**config.mk**
```make
export PLATFORM = sky130hd
export DESIGN_NAME = w5300_cmd_seq
export DESIGN_NICKNAME = d
export VERILOG_FILES = /design/src/rtl/w5300_cmd_seq.sv
export SDC_FILE = /design/constraint.sdc
export NUM_CORES = 1
export LEC_CHECK = 0
export ABC_CLOCK_PERIOD_IN_PS = 2500
export CAP_MARGIN = 20
export CORE_ASPECT_RATIO = 2
export CORE_MARGIN = 3
export CORE_UTILIZATION = 42
export DETAILED_ROUTE_END_ITERATION = 8
export GPL_TIMING_DRIVEN = 0
export PLACE_DENSITY = 0.76
export SYNTH_ARGS = -nofsm -noshare
export SYNTH_HDL_FRONTEND = slang
export SYNTH_SLANG_ARGS = --single-unit
```
**constraint.sdc**
```tcl
create_clock -name clk -period 2.5 [get_ports clk]
set_input_delay 0.625 -clock clk [delete_from_list [all_inputs] [get_ports clk]]
set_output_delay 0.625 -clock clk [all_outputs]
set_load 0.03 [all_outputs]
```
**src/rtl/w5300_cmd_seq.sv**
```systemverilog
// Command sequencer feeding the W5300 bus interface: issues single/burst register accesses on the
// interface idle strobe and pads empty slots with dummy reads. Optional watchdog: W5300_SEQ_TIMEOUT_EN.
module w5300_cmd_seq #(
    parameter logic        OP_WR_BIT      = 1'b1,
    parameter logic [9:0]  IDLE_ADDR      = 10'h000,
    parameter logic [15:0] TIMEOUT_CYCLES = 16'd8192
) (
    input  logic        clk,
    input  logic        rst_n,
    input  logic        req_valid,
    output logic        req_ready,
    input  logic        req_write,
    input  logic [9:0]  req_addr,
    input  logic [7:0]  req_len,
    input  logic        req_incr,
    input  logic        wr_valid,
    output logic        wr_ready,
    input  logic [15:0] wr_data,
    output logic        rd_valid,
    output logic [15:0] rd_data,
    output logic        rd_last,
    output logic        done,
    output logic        busy,
    output logic        err_timeout,
    output logic [10:0] ctrl_addr,
    output logic [15:0] ctrl_wr_data,
    input  logic [15:0] ctrl_rd_data,
    input  logic        ctrl_op_state
);

    typedef enum logic [1:0] {S_IDLE, S_BURST, S_DRAIN} state_t;
    typedef enum logic [1:0] {K_NONE, K_DUMMY, K_WRITE, K_READ} kind_t;

    localparam logic [10:0] DUMMY_OP = {~OP_WR_BIT, IDLE_ADDR};

    state_t      state_reg, state_next;
    kind_t       kind_reg, kind_next;
    logic        last_reg, last_next;
    logic        op_write_reg;
    logic        incr_reg;
    logic [9:0]  addr_reg;
    logic [8:0]  words_left_reg;
    logic [10:0] exec_addr_reg, addr_next;
    logic [15:0] exec_data_reg, data_next;
    logic        real_op;
    logic        req_ready_reg;
    logic        rd_valid_reg;
    logic        rd_last_reg;
    logic [15:0] rd_data_reg;
    logic        done_reg;
    logic        timeout_hit;
    logic        issue;
    logic        accept;

    assign issue  = ctrl_op_state;
    assign accept = req_valid & req_ready_reg;

    // Op to launch if this cycle turns out to be an issue cycle
    always_comb begin
        addr_next = DUMMY_OP;
        data_next = 16'h0000;
        kind_next = K_DUMMY;
        last_next = 1'b0;
        real_op   = 1'b0;
        if (state_reg == S_BURST && words_left_reg != 9'd0 && (!op_write_reg || wr_valid)) begin
            real_op   = 1'b1;
            addr_next = {(op_write_reg ? OP_WR_BIT : ~OP_WR_BIT), addr_reg};
            data_next = op_write_reg ? wr_data : 16'h0000;
            kind_next = op_write_reg ? K_WRITE : K_READ;
            last_next = (words_left_reg == 9'd1);
        end
    end

    always_comb begin
        state_next = state_reg;
        case (state_reg)
            S_IDLE:  if (accept) state_next = S_BURST;
            S_BURST: if (issue && real_op && words_left_reg == 9'd1) state_next = S_DRAIN;
            S_DRAIN: if (issue) state_next = S_IDLE;
            default: state_next = S_IDLE;
        endcase
        if (timeout_hit) state_next = S_IDLE;
    end

    always_ff @(posedge clk or negedge rst_n) begin
        if (!rst_n) begin
            state_reg      <= S_IDLE;
            kind_reg       <= K_NONE;
            last_reg       <= 1'b0;
            op_write_reg   <= 1'b0;
            incr_reg       <= 1'b0;
            addr_reg       <= 10'h000;
            words_left_reg <= 9'd0;
            exec_addr_reg  <= DUMMY_OP;
            exec_data_reg  <= 16'h0000;
            req_ready_reg  <= 1'b0;
            rd_valid_reg   <= 1'b0;
            rd_last_reg    <= 1'b0;
            rd_data_reg    <= 16'h0000;
            done_reg       <= 1'b0;
        end else begin
            state_reg     <= state_next;
            // Ready only after a full cycle in idle, so it never overlaps the done pulse
            req_ready_reg <= (state_reg == S_IDLE) && (state_next == S_IDLE);
            rd_valid_reg  <= 1'b0;
            rd_last_reg   <= 1'b0;
            done_reg      <= 1'b0;

            if (accept) begin
                op_write_reg   <= req_write;
                addr_reg       <= req_addr;
                incr_reg       <= req_incr;
                words_left_reg <= {1'b0, req_len} + 9'd1;
            end

            if (issue) begin
                exec_addr_reg <= addr_next;
                exec_data_reg <= data_next;
                kind_reg      <= kind_next;
                last_reg      <= last_next;
                // ctrl_rd_data belongs to the op that is completing now
                if (kind_reg == K_READ) begin
                    rd_valid_reg <= 1'b1;
                    rd_data_reg  <= ctrl_rd_data;
                    rd_last_reg  <= last_reg;
                end
                if (state_reg == S_DRAIN) done_reg <= 1'b1;
                if (real_op) begin
                    words_left_reg <= words_left_reg - 9'd1;
                    if (incr_reg) addr_reg <= addr_reg + 10'd2;
                end
            end

            if (timeout_hit) begin
                exec_addr_reg <= DUMMY_OP;
                exec_data_reg <= 16'h0000;
                kind_reg      <= K_NONE;
                last_reg      <= 1'b0;
            end
        end
    end

`ifdef W5300_SEQ_TIMEOUT_EN
    logic [15:0] to_cnt_reg;
    logic        err_timeout_reg;

    assign timeout_hit = (state_reg != S_IDLE) && !issue && (to_cnt_reg == TIMEOUT_CYCLES - 16'd1);

    always_ff @(posedge clk or negedge rst_n) begin
        if (!rst_n) begin
            to_cnt_reg      <= 16'd0;
            err_timeout_reg <= 1'b0;
        end else begin
            err_timeout_reg <= timeout_hit;
            if (state_reg == S_IDLE || issue) to_cnt_reg <= 16'd0;
            else                              to_cnt_reg <= to_cnt_reg + 16'd1;
        end
    end

    assign err_timeout = err_timeout_reg;
`else
    logic unused_timeout;
    assign unused_timeout = ^TIMEOUT_CYCLES;
    assign timeout_hit    = 1'b0;
    assign err_timeout    = 1'b0;
`endif

    assign req_ready    = req_ready_reg;
    assign wr_ready     = issue && (state_reg == S_BURST) && op_write_reg && (words_left_reg != 9'd0);
    assign rd_valid     = rd_valid_reg;
    assign rd_data      = rd_data_reg;
    assign rd_last      = rd_last_reg;
    assign done         = done_reg;
    assign busy         = (state_reg != S_IDLE);
    assign ctrl_addr    = issue ? addr_next : exec_addr_reg;
    assign ctrl_wr_data = issue ? data_next : exec_data_reg;

endmodule

```
Word-level counts from Yosys, hierarchy flattened
Index checks and enable logic that the tools add are counted.
{ "op_classes": {"n_addsub": 3, "n_bitwise": 1, "n_reduce_logical": 15, "n_eq_ne": 4, "n_mux": 27} }
{ "op_table": {"columns": ["cell", "count"], "rows": [
  ["$mux W16", 3],
  ["$mux W10", 4],
  ["$mux W9", 3],
  ["$mux W11", 2],
  ["$add A10 B2 Y10 const B", 1],
  ["$mux W1", 10],
  ["$add A8 B1 Y9 const B", 1],
  ["$eq A9 B1 Y1 const B", 1],
  ["$reduce_bool A9 Y1", 1],
  ["$sub A9 B1 Y9 const B", 1],
  ["$logic_and A1 B1 Y1", 8],
  ["$mux W2", 4],
  ["$pmux W2 S3", 1],
  ["$eq A2 B2 Y1 const B", 2],
  ["$logic_not A2 Y1", 2],
  ["$eq A2 B1 Y1 const B", 1],
  ["$reduce_and A2 Y1", 1],
  ["$reduce_bool A2 Y1", 1],
  ["$and A1 B1 Y1", 1],
  ["$logic_not A1 Y1", 1],
  ["$logic_or A1 B1 Y1", 1]
]} }
{ "word_totals": {"word_cells": 64, "out_inout_bits": 50, "inputBits": 57, "reg_bits": 73} }

Depth between registers and ports, before layout
Gate-level depths: netlist (run 1).
{ "depth": {"ltp_word": 10, "mapped_depth": 8, "ltp_nobuf": 6} }

Worst setup path after synthesis (run 1)
OpenSTA, ideal clock, no wires.
{ "synth_path": {"path_type": "register -> output", "start": "register words_left_reg[4]", "end": "output port ctrl_wr_data[10]", "path_slack_ns": -0.048, "path_buffers": 3, "required_ns": 1.875, "stages_incl_launch_ff": 9, "arrival_ns": 1.923, "cell_sequence": "dfrtp_1 > buf_6 > nor4_4 > nand4b_2 > and3_4 > and2_4 > buf_6 > buf_6 > a22o_1"} }
{ "synth_between": {"elab_chain_cells": 5} }
{ "synth_lines": {"columns": ["element", "line_no", "text"], "rows": [
  ["start: declaration", "42", "logic [8:0] words_left_reg;"],
  ["start signal: assignment", "113", "words_left_reg <= {1'b0, req_len} + 9'd1;"],
  ["start signal: assignment", "129", "words_left_reg <= words_left_reg - 9'd1;"],
  ["$reduce_bool A9 Y1", "65", "if (state_reg == S_BURST && words_left_reg != 9'd0 && (!op_write_reg || wr_valid)) begin"],
  ["$logic_and A1 B1 Y1 (2 in a row)", "65", null],
  ["$mux W16", "65", null],
  ["$mux W16", null, null],
  ["end: declaration", "26", "output logic [15:0] ctrl_wr_data,"]
]} }
No other way between the ends.

Worst setup path after layout (run 1)
{ "layout_path": {"start": "register words_left_reg[7]", "end": "output port ctrl_wr_data[11]"} }
Same word-level chain as after synthesis.

==> results.md, run 1 <==
* I/O pin cnt at approximately 110
* Setup Skew at 5.280 ps
* Hold_buf cts at 0
* CP Launch Type: register
* DR iter-0 viols at 174
* Initial Util at 0.4336
* Synth unique cells at 49
* Worst path cell trace: nor4_4 > nand4b_4 > and3_4 > and2_4 > buf_6 > clkbuf_16 > a22o_4 > buf_6
* H-tree levels at 3
* Largest net degree at the start of global routing at between 70 and 80
* Max Cap Violations at 0
* Buffers on Ports at roughly 110
* RSZ-0062 raised after global routing: yes
* Synth warn at 0
* Post-synthesis register bit count at 73
* DRC Markers at 0
* Top layer in use: met4
* First-pass GRT wire length at between 10000 and 15000 um
* Drt total wl at between 9000 and 10000 um
* Final setup viols at 27
* Tmin final at 2893 ps
* Worst path slowest cell: dfrtp_2
* Most numerous cell in the Yosys netlist: dfrtp_1
* WL met2 at 5726 um
* Synth Area per Inst at 11.44 um2
* Most frequent CP cell: buf_6
* Filler cell count in the final layout at 530
* DP Wirelength at 6604 um
* Clk root buf: clkbuf_16
* Tcrit/Tclk final at 1.157
* Worst slack, placed at -1373 ps
* Post-synth ARST share at 1.000
* Layout cell share with drive strength beyond 1 at 0.2893
* Fmax at 0.3457 GHz
* Core area at 0.007601 mm2
* Top cell type's share of synthesized area at 0.5543
* Max VDD drop at between 500 and 600 uV
* Layout overhead on the synthesized area at 60.02%
* CTS clk-pin slew, worst paths at 60 ps
* Critical path class: register to output pin
* Required @ worst endpoint at 1880 ps
* Clock latency on the worst-skew pair at around 340 ps
* Fin area at between 0.005 and 0.006 mm2
* Post-route setup slack at -392.8 ps
* Routed WL per cell at 18.10 um
* FP Rows at 45
* Met3 wirelength from detailed routing at 407 um
* TritonCTS sink count at 73
* Netlist Area Pre-Place at between 0.003 and 0.004 mm2
* M1 WL at 3261 um
* First-pass detailed-route iteration total at 4
* Final Total Pwr at 6.007 mW
* GPL Wtd Cong at between 0.8 and 0.9
* Final hold vios at 0
* LEAKAGE at about 2.4 nW
* Max Root-Sink Buffers at 2
* Critical Path AT at 2270 ps
* CTS tree: yes
* Most frequent cells after synthesis: dfrtp_1 (73), a22o_1 (26), nand3_1 (18)
* Synth area leaders: dfrtp_1 (55%), a22o_1 (6.9%), mux2_2 (5.8%)
* Total grt overflow at 0
* Power Density at around 1100 mW/mm2
* Slew margin rel. at 0.4012
* Final nets at ~500
* Die ar. at 0.009010 mm2
* Sequential area share after synthesis at 0.5543
* Crit path max fanout at 5
* Worst Max-Slew Pin Slew at about 900 ps
* GRT Overall Usage at 0.2189
* Hold crit path type: input port to async pin
* Drt via density at 5.535
* Ys flop type: dfrtp_1
* Post-Synthesis Cells at around 290
* Synthesized Nets at 350
* Slowest stage delay, CP at 420 ps
* CP Capture Type: output pin
* Placed cell area at 0.004481 mm2
* Post-synth EDFFs at 0
* Vias at a little under 3000
* TritonCTS buffer count at 9
* Failing checks: negative setup slack
* Diodes inserted at 0
* Hold Worst Slack at 410.1 ps
* Yosys top cell by area: dfrtp_1
* Outcome: complete, but fails checks
* Setup TNS at -9051 ps
* Count of pins over their slew limit at 0
* Die Ht at about 130 um
* Vias in the first global route at 2971
* Number of nets with antenna violations after routing at 0
* Initial antenna violation count at 0
* Die width at 68.64 um
[cells in the final DEF (no fill, tap or decap), drive strengths merged, types with 4 or more instances in the layout]
master,synthesis,final
and2,4,4
a21oi,10,10
ha,5,5
inv,9,9
dfrtp,73,73
nand2,12,12
nand3,18,18
nor2,16,16
xnor2,4,4
nor4,4,4
clkdlybuf4s50,0,75
or4,4,4
nand4,7,7
o21ai,11,11
a211oi,5,5
and3,8,8
mux2,17,17
clkbuf,8,17
a22o,26,26
buf,7,65
nor3,9,9
[metal layers]
| metal | up-vias | track usage |
|---|---|---|
| li1 | 1369 | - |
| met1 | 1457 | 0.2149 |
| met2 | 104 | 0.4055 |
| met3 | 20 | 0.04363 |
| met4 | 0 | 0.1019 |
| met5 | - | 0 |
[power breakdown]
| group | leakage (nW) | switching (mW) | internal (mW) | total [mW] |
|---|---|---|---|---|
| clock network | 0.162 | 0.499 | 0.973 | 1.47 |
| registers | 0.896 | 0.335 | 1.61 | 1.95 |
| logic | 1.33 | 1.34 | 1.24 | 2.59 |
[stage by stage]
stage                 util  instances
floorplan                -        288
detailed placement  0.5895        487
finish              0.6938        533
global placement    0.5898        487
CTS                 0.6683        523
global route        0.6938        533
[kinds of logic after synthesis]
logic type | share of synthesized area
muxes | 0.05809
AOI/OAI and AO/OA | 0.1469
adders and majority gates | 0.01898
other | 0.001138
xor gates and xnor gates | 0.01860
DFF | 0.5543
and+or+nand+nor | 0.1655
buffers and inverters | 0.03644
[critical path: cells and delay by family (launching register included)]
kind / cells / cell delay (ps)
DFF: 1 / 420
AOI/OAI and AO/OA: 1 / 220
and+or+nand+nor: 4 / 870
buffers and inverters: 3 / 430
[layout make-up]
cell class / instances / area, um2 / share of cell area
timing repair buffer: 136 / 1346 / 0.2553
clock inverter: 7 / 118.9 / 0.02254
inverter: 9 / 33.78 / 0.006406
multi-input combinational: 191 / 1494 / 0.2833
buffer: 14 / 110.1 / 0.02088
clock buffer: 9 / 225.2 / 0.04270
sequential: 73 / 1828 / 0.3466
tap: 94 / 117.6 / 0.02230
[worst paths after layout]
kind	to	start	cells past startpoint	slack (ps)
setup / recovery	ctrl_wr_data[11]	words_left_reg[7]	8	-390
hold / removal	exec_addr_reg[6]	rst_n	1	410
setup reg to reg	addr_reg[3]	words_left_reg[0]	10	210
hold reg to reg	state_reg[0]	state_reg[1]	1	480
max in group asynchronous	words_left_reg[7]	rst_n	1	1470
min in group clk	state_reg[0]	state_reg[1]	1	480
[timing repair]
action / in CTS / in global routing
pin swaps: 11 / 11
endpoints found under the setup margin: 28 / 28
cloned: 1 / 1
gates resized for setup: 206 / 19
setup buffers: 19 / 10
(Power assumes the default switching activity.)
==> inputs of run 2 (changes only) <==
TNS_END_PERCENT = 50   (was default)
==> run 2 against run 1 <==
The run still ends with negative setup slack left. Global-route usage shrank 0.39 points. Non-clock buffer count shrank 16. Largest cell class unchanged. Sequential share of layout area grew 1.1 points. Clock skew grew 2.3 ps. Worst setup slack gained 80 ps. Worst hold slack gained 1.1 ps. First-iteration DRC count shrank 4.6%. Clock-buffer cell count is the same. Highest routed layer unchanged. Critical path type unchanged. Final area shrank 3.1%.
==> results.md, run 2 (synthesized netlist as in run 1, its figures left out) <==
* Outcome: complete, but fails checks
* Failing checks: negative setup slack
* Hold Worst Slack at 411.2 ps (+1.072 ps)
* FP Rows at 45 (unchanged)
* CP Capture Type: output pin
* H-tree levels at 3 (unchanged)
* Worst path slowest cell: dfrtp_2
* Drt total wl at 9611 um (-0.35%)
* Fmax at 0.3555 GHz (+2.8%)
* Vias at 2921 (-0.98%)
* Clk pwr share at 0.249 (+0.004)
* Largest net degree at the start of global routing at 74 (unchanged)
* Worst-case reg-to-reg path depth at 10 (unchanged)
* Sw Share at 0.3656 (+0.003016)
* Total grt overflow at 0 (unchanged)
* Max Root-Sink Buffers at 2 (unchanged)
* Post-route setup slack at -313.1 ps (+79.68 ps)
* Clock latency on the worst-skew pair at 340 ps (about the same)
* First-pass GRT wire length at 14430 um (-1.3%)
* LEAKAGE at 2.302 nW (-3.8%)
* RSZ-0062 raised after global routing: yes
* Buffers on Ports at 105 (unchanged)
* GPL Wtd Cong at 0.8664 (unchanged)
* Flop pwr share at 0.328 (+0.004)
* Die Ht at 131.3 um (unchanged)
* I/O pin cnt at 107 (unchanged)
* Setup Skew at 7.541 ps (+2.260 ps)
* Initial antenna violation count at 0 (unchanged)
* Slowest stage delay, CP at 420 ps (about the same)
* CTS tree: yes
* Diodes inserted at 0 (unchanged)
* Reg-to-reg critical path endpoint: addr_reg[3]
* GRT Overall Usage at 0.2150 (-0.003918)
* Critical R2R Launch: words_left_reg[0]
* Tmin final at 2813 ps (-79.68 ps)
* CTS clk-pin slew, worst paths at 60 ps (about the same)
* Count of pins over their slew limit at 0 (unchanged)
* Worst Max-Slew Pin Slew at 910.9 ps (+12.61 ps)
* Finished Layout Cells at 518 (-2.8%)
* Die ar. at 0.009010 mm2 (unchanged)
* Layout cell share with drive strength beyond 1 at 0.2642 (-0.02514)
* Final hold vios at 0 (unchanged)
* Slew margin rel. at 0.3927 (-0.008407)
* Number of nets with antenna violations after routing at 0 (unchanged)
* Placed cell count at 487 (unchanged)
* First-pass detailed-route iteration total at 5 (+1)
* TritonCTS sink count at 73 (unchanged)
* Flop2flop setup slack at 210 ps (about the same)
* DP Wirelength at 6604 um (unchanged)
* Combinational share of power at 0.423 (-0.008)
* Final nets at 481 (-3.0%)
* Final core utilization at 0.6726 (-0.02123)
* Worst path bufs/invs at 2 (-1)
* Tcrit/Tclk final at 1.125 (-0.03187)
* Core area at 0.007601 mm2 (unchanged)
* Crit path max fanout at 5 (unchanged)
* Clk root buf: clkbuf_16
* Required @ worst endpoint at 1880 ps (about the same)
* Commonest cells after routing, fill and taps aside: clkdlybuf4s50_1 (75), dfrtp_1 (72), buf_6 (24)
* Vias in the first global route at 2946 (-0.84%)
* Hold_buf cts at 0 (unchanged)
* TritonCTS buffer count at 9 (unchanged)
* Power Density at 1159 mW/mm2 (+1.7%)
* CP Launch Type: register
* Power Internal at 3.758 mW (-1.9%)
* Commonest non-fill, non-tap cell in the layout: clkdlybuf4s50_1
* Final Total Pwr at 5.923 mW (-1.4%)
* P_sw at 2.165 mW (-0.58%)
* Initial Util at 0.4336 (unchanged)
* Critical Path AT at 2190 ps (-80 ps)
* Max VDD drop at 531.8 uV (about the same)
* Routed WL per cell at 18.55 um (+2.5%)
* CP delay by family, top: simple AND/OR/NAND/NOR gates
* Max Cap Violations at 0 (unchanged)
* Final setup viols at 28 (+3.7%)
* Layout overhead on the synthesized area at 55.13%
* DR iter-0 viols at 166 (-4.6%)
* Hold crit path type: input port to async pin
* Die width at 68.64 um (unchanged)
* Drt via density at 5.639 (+1.9%)
* Critical path class: register to output pin
* Worst path cell trace: nor4_4 > nand4b_4 > and3_4 > and2_4 > clkbuf_16 > a22o_4 > buf_6
* DRC Markers at 0 (unchanged)
* Setup TNS at -7204 ps (+1848 ps)
-- run 2: changes by cell type in the layout (fill, tap and decap cells not counted), sizes merged --
cell and delta:
and2 +1, buf -16
-- run 2: area by class of cell --
class                      count  area (um2)
buffer                        13       93.84
multi-input combinational    192        1501
inverter                       9       33.78
timing repair buffer         121        1194
fill                         561        2489
clock inverter                 7       118.9
tap                           94       117.6
sequential                    73        1828
clock buffer                   9       225.2
-- run 2: worst max path at each step --
stage | startpoint | end | slack (ps) | depth (start not counted)
global route | words_left_reg[6] | ctrl_addr[6] | -390 | 8
finish | words_left_reg[7] | ctrl_wr_data[7] | -310 | 7
global placement | rst_n | rd_data[1] | -1570 | 1
CTS | words_left_reg[4] | ctrl_wr_data[14] | -420 | 9
floorplan | words_left_reg[5] | ctrl_wr_data[10] | 50 | 7
detailed placement | ctrl_op_state | ctrl_addr[6] | -1370 | 7
-- run 2: power by group through the flow --
stage | Sequential (mW) | Combinational (mW) | Clock, mW
final | 1.95 | 2.50 | 1.47
after detailed placement | 1.92 | 2.28 | 0
after global placement | 1.89 | 2.24 | 0
after CTS | 1.92 | 2.42 | 1.48
after floorplan | 2.14 | 1.13 | 0
after global routing | 1.99 | 2.65 | 1.57
-- run 2: metal layers --
metal / track usage / wire [um] / vias up
met2: 0.3928 / 5608 / 106
met1: 0.2121 / 3236 / 1447
li1: - / - / 1337
met4: 0.1074 / 332 / 0
met3: 0.04448 / 433 / 31
met5: 0 / 0 / -
-- run 2: metrics by stage --
| stage | setup slack, ps | cell area (um2) |
|---|---|---|
| after floorplan | 46.58 | 3314 |
| after global placement | -1569 | 4483 |
| after detailed placement | -1373 | 4481 |
| after CTS | -424.5 | 5002 |
| after global routing | -393.5 | 5112 |
| final | -313.1 | 5112 |
-- run 2: what timing repair did --
item / CTS / global route
gates resized for setup: 174 / 47
buffers inserted: 11 / 4
gates cloned: 0 / 2
pin swaps: 5 / 6
endpoints found under the setup margin: 28 / 28
==> inputs of run 3 (changes only) <==
SLEW_MARGIN = 40   (was default)
==> run 3 against run 2 <==
The flow still finishes with violations (negative setup slack). Sequential cell count did not move. Critical path type unchanged. Routed wire length decreased by 1.2%. Worst hold slack worse by 280 ps. Final area rose by 0.54%. Largest cell class unchanged. Worst setup slack improved by 25 ps. Via count is 2.2% lower.
==> results.md, run 3 (synthesized netlist as in run 1, its figures left out) <==
* Die Ht at 131.3 um (unchanged)
* Fmax at 0.3587 GHz (+0.91%)
* CP delay by family, top: simple AND/OR/NAND/NOR gates
* Clock latency on the worst-skew pair at 330 ps (about the same)
* Total grt overflow at 0 (unchanged)
* Number of nets with antenna violations after routing at 0 (unchanged)
* Max Root-Sink Buffers at 2 (unchanged)
* Die ar. at 0.009010 mm2 (unchanged)
* CTS tree: yes
* I/O pin cnt at 107 (unchanged)
* RSZ-0062 raised after global routing: yes
* Slew margin rel. at 0.5952 (+0.2024)
* Fin area at 0.005140 mm2 (+0.54%)
* Required @ worst endpoint at 1880 ps (about the same)
* Commonest non-fill, non-tap cell in the layout: clkdlybuf4s50_1
* Drt via density at 5.465 (-3.1%)
* Die width at 68.64 um (unchanged)
* Count of pins over their slew limit at 0 (unchanged)
* First-pass GRT wire length at 14600 um (+1.2%)
* Slowest stage delay, CP at 410 ps (about the same)
* Drt total wl at 9496 um (-1.2%)
* Final hold vios at 0 (unchanged)
* Routed WL per cell at 18.16 um (-2.1%)
* FP Rows at 45 (unchanged)
* Vias in the first global route at 2996 (+1.7%)
* DRC Markers at 0 (unchanged)
* Hold Worst Slack at 133.8 ps (-277.4 ps)
* Buffers on Ports at 105 (unchanged)
* Critical Path AT at 2160 ps (-30 ps)
* Worst path slowest cell: dfrtp_1
* Diodes inserted at 0 (unchanged)
* Worst Max-Slew Pin Slew at 602.1 ps (-308.8 ps)
* Tcrit/Tclk final at 1.115 (-0.01017)
* Critical path class: register to output pin
* Initial antenna violation count at 0 (unchanged)
* Tmin final at 2788 ps (-25.43 ps)
* Hold crit path type: input port to async pin
* Setup TNS at -6925 ps (+278.3 ps)
* Final setup viols at 27 (-3.6%)
* Most frequent CP cell: buf_6
* Vias at 2858 (-2.2%)
* Final nets at 486 (+1.0%)
* CP Capture Type: output pin
* DP Wirelength at 6701 um (+1.5%)
* Failing checks: negative setup slack
* Placed cell area at 0.004512 mm2 (+0.70%)
* Setup Skew at 6.957 ps (-0.5835 ps)
* Max Cap Violations at 0 (unchanged)
* LEAKAGE at 2.316 nW (+0.63%)
* Largest net degree at the start of global routing at 54 (-27%)
* Max VDD drop at 507.1 uV (-4.7%)
* CP Launch Type: register
* CTS clk-pin slew, worst paths at 60 ps (about the same)
* Worst slack, placed at -1367 ps (+6.350 ps)
* Final Total Pwr at 5.735 mW (-3.2%)
* Worst path cell trace: nor4_4 > buf_4 > and4b_1 > buf_6 > nor2_4 > buf_6 > a22o_4 > buf_6
* Layout cell share with drive strength beyond 1 at 0.2657 (+0.001583)
* Worst path bufs/invs at 4 (+2)
* Power Density at 1116 mW/mm2 (-3.7%)
* DR iter-0 viols at 179 (+7.8%)
* H-tree levels at 3 (unchanged)
* Commonest cells after routing, fill and taps aside: clkdlybuf4s50_1 (75), dfrtp_1 (72), buf_6 (31)
* Crit path max fanout at 6 (+1)
* TritonCTS buffer count at 9 (unchanged)
* GPL Wtd Cong at 0.8664 (unchanged)
* TritonCTS sink count at 73 (unchanged)
* Post-route setup slack at -287.7 ps (+25.43 ps)
* Clk root buf: clkbuf_16
* Layout overhead on the synthesized area at 55.96%
* Hold_buf cts at 0 (unchanged)
* GRT Overall Usage at 0.2160 (+0.001068)
* Initial Util at 0.4336 (unchanged)
* Core area at 0.007601 mm2 (unchanged)
* First-pass detailed-route iteration total at 4 (-1)
* Outcome: complete, but fails checks
[run 3: changes by cell type in the layout (fill, tap and decap cells not counted), sizes merged]
cell / change
clkbuf: +3
bufinv: -2
clkdlybuf4s15: +1
and2: -1
clkinvlp: -2
buf: +6
[run 3: final timing paths]
path | slack (ps) | endpoint | depth (start not counted) | start
min in group clk | 480 | state_reg[0] | 1 | state_reg[1]
hold reg to reg | 480 | state_reg[0] | 1 | state_reg[1]
hold / removal | 130 | exec_data_reg[14] | 1 | rst_n
setup reg to reg | 200 | addr_reg[4] | 9 | words_left_reg[0]
max in group asynchronous | 1840 | rd_data[6] | 2 | rst_n
setup / recovery | -290 | ctrl_addr[3] | 8 | words_left_reg[4]
[run 3: metal layers]
| metal | part of all wire | GRT usage | vias up |
|---|---|---|---|
| li1 | - | - | 1339 |
| met1 | 0.35 | 0.2157 | 1421 |
| met2 | 0.58 | 0.3970 | 84 |
| met3 | 0.046 | 0.04106 | 14 |
| met4 | 0.018 | 0.1030 | 0 |
| met5 | 0 | 0 | - |
[run 3: stage by stage]
stage,instances,util
floorplan,288,-
global placement,487,0.5898
detailed placement,488,0.5936
CTS,518,0.6640
global route,523,0.6762
finish,523,0.6762
[run 3: layout make-up]
cell class / instances / area [um2]
inverter: 9 / 33.78
buffer: 13 / 92.59
tap: 94 / 117.6
sequential: 73 / 1828
fill: 557 / 2461
clock buffer: 13 / 250.2
clock inverter: 3 / 40.04
timing repair buffer: 127 / 1296
multi-input combinational: 191 / 1481
[run 3: what timing repair did]
action                                 4_1_cts  5_1_grt
setup endpoints to repair                   28       28
endpoints found under the hold margin        0        0
gates cloned                                 1        0
gates resized for setup                    204       16
setup buffers                               14        6
pin swaps                                    4        7
[run 3: report_power, final]
| part | switching [mW] | internal, mW |
|---|---|---|
| combinational | 1.32 | 1.20 |
| clock | 0.463 | 0.797 |
| sequential | 0.341 | 1.61 |
| total | 2.13 | 3.61 |
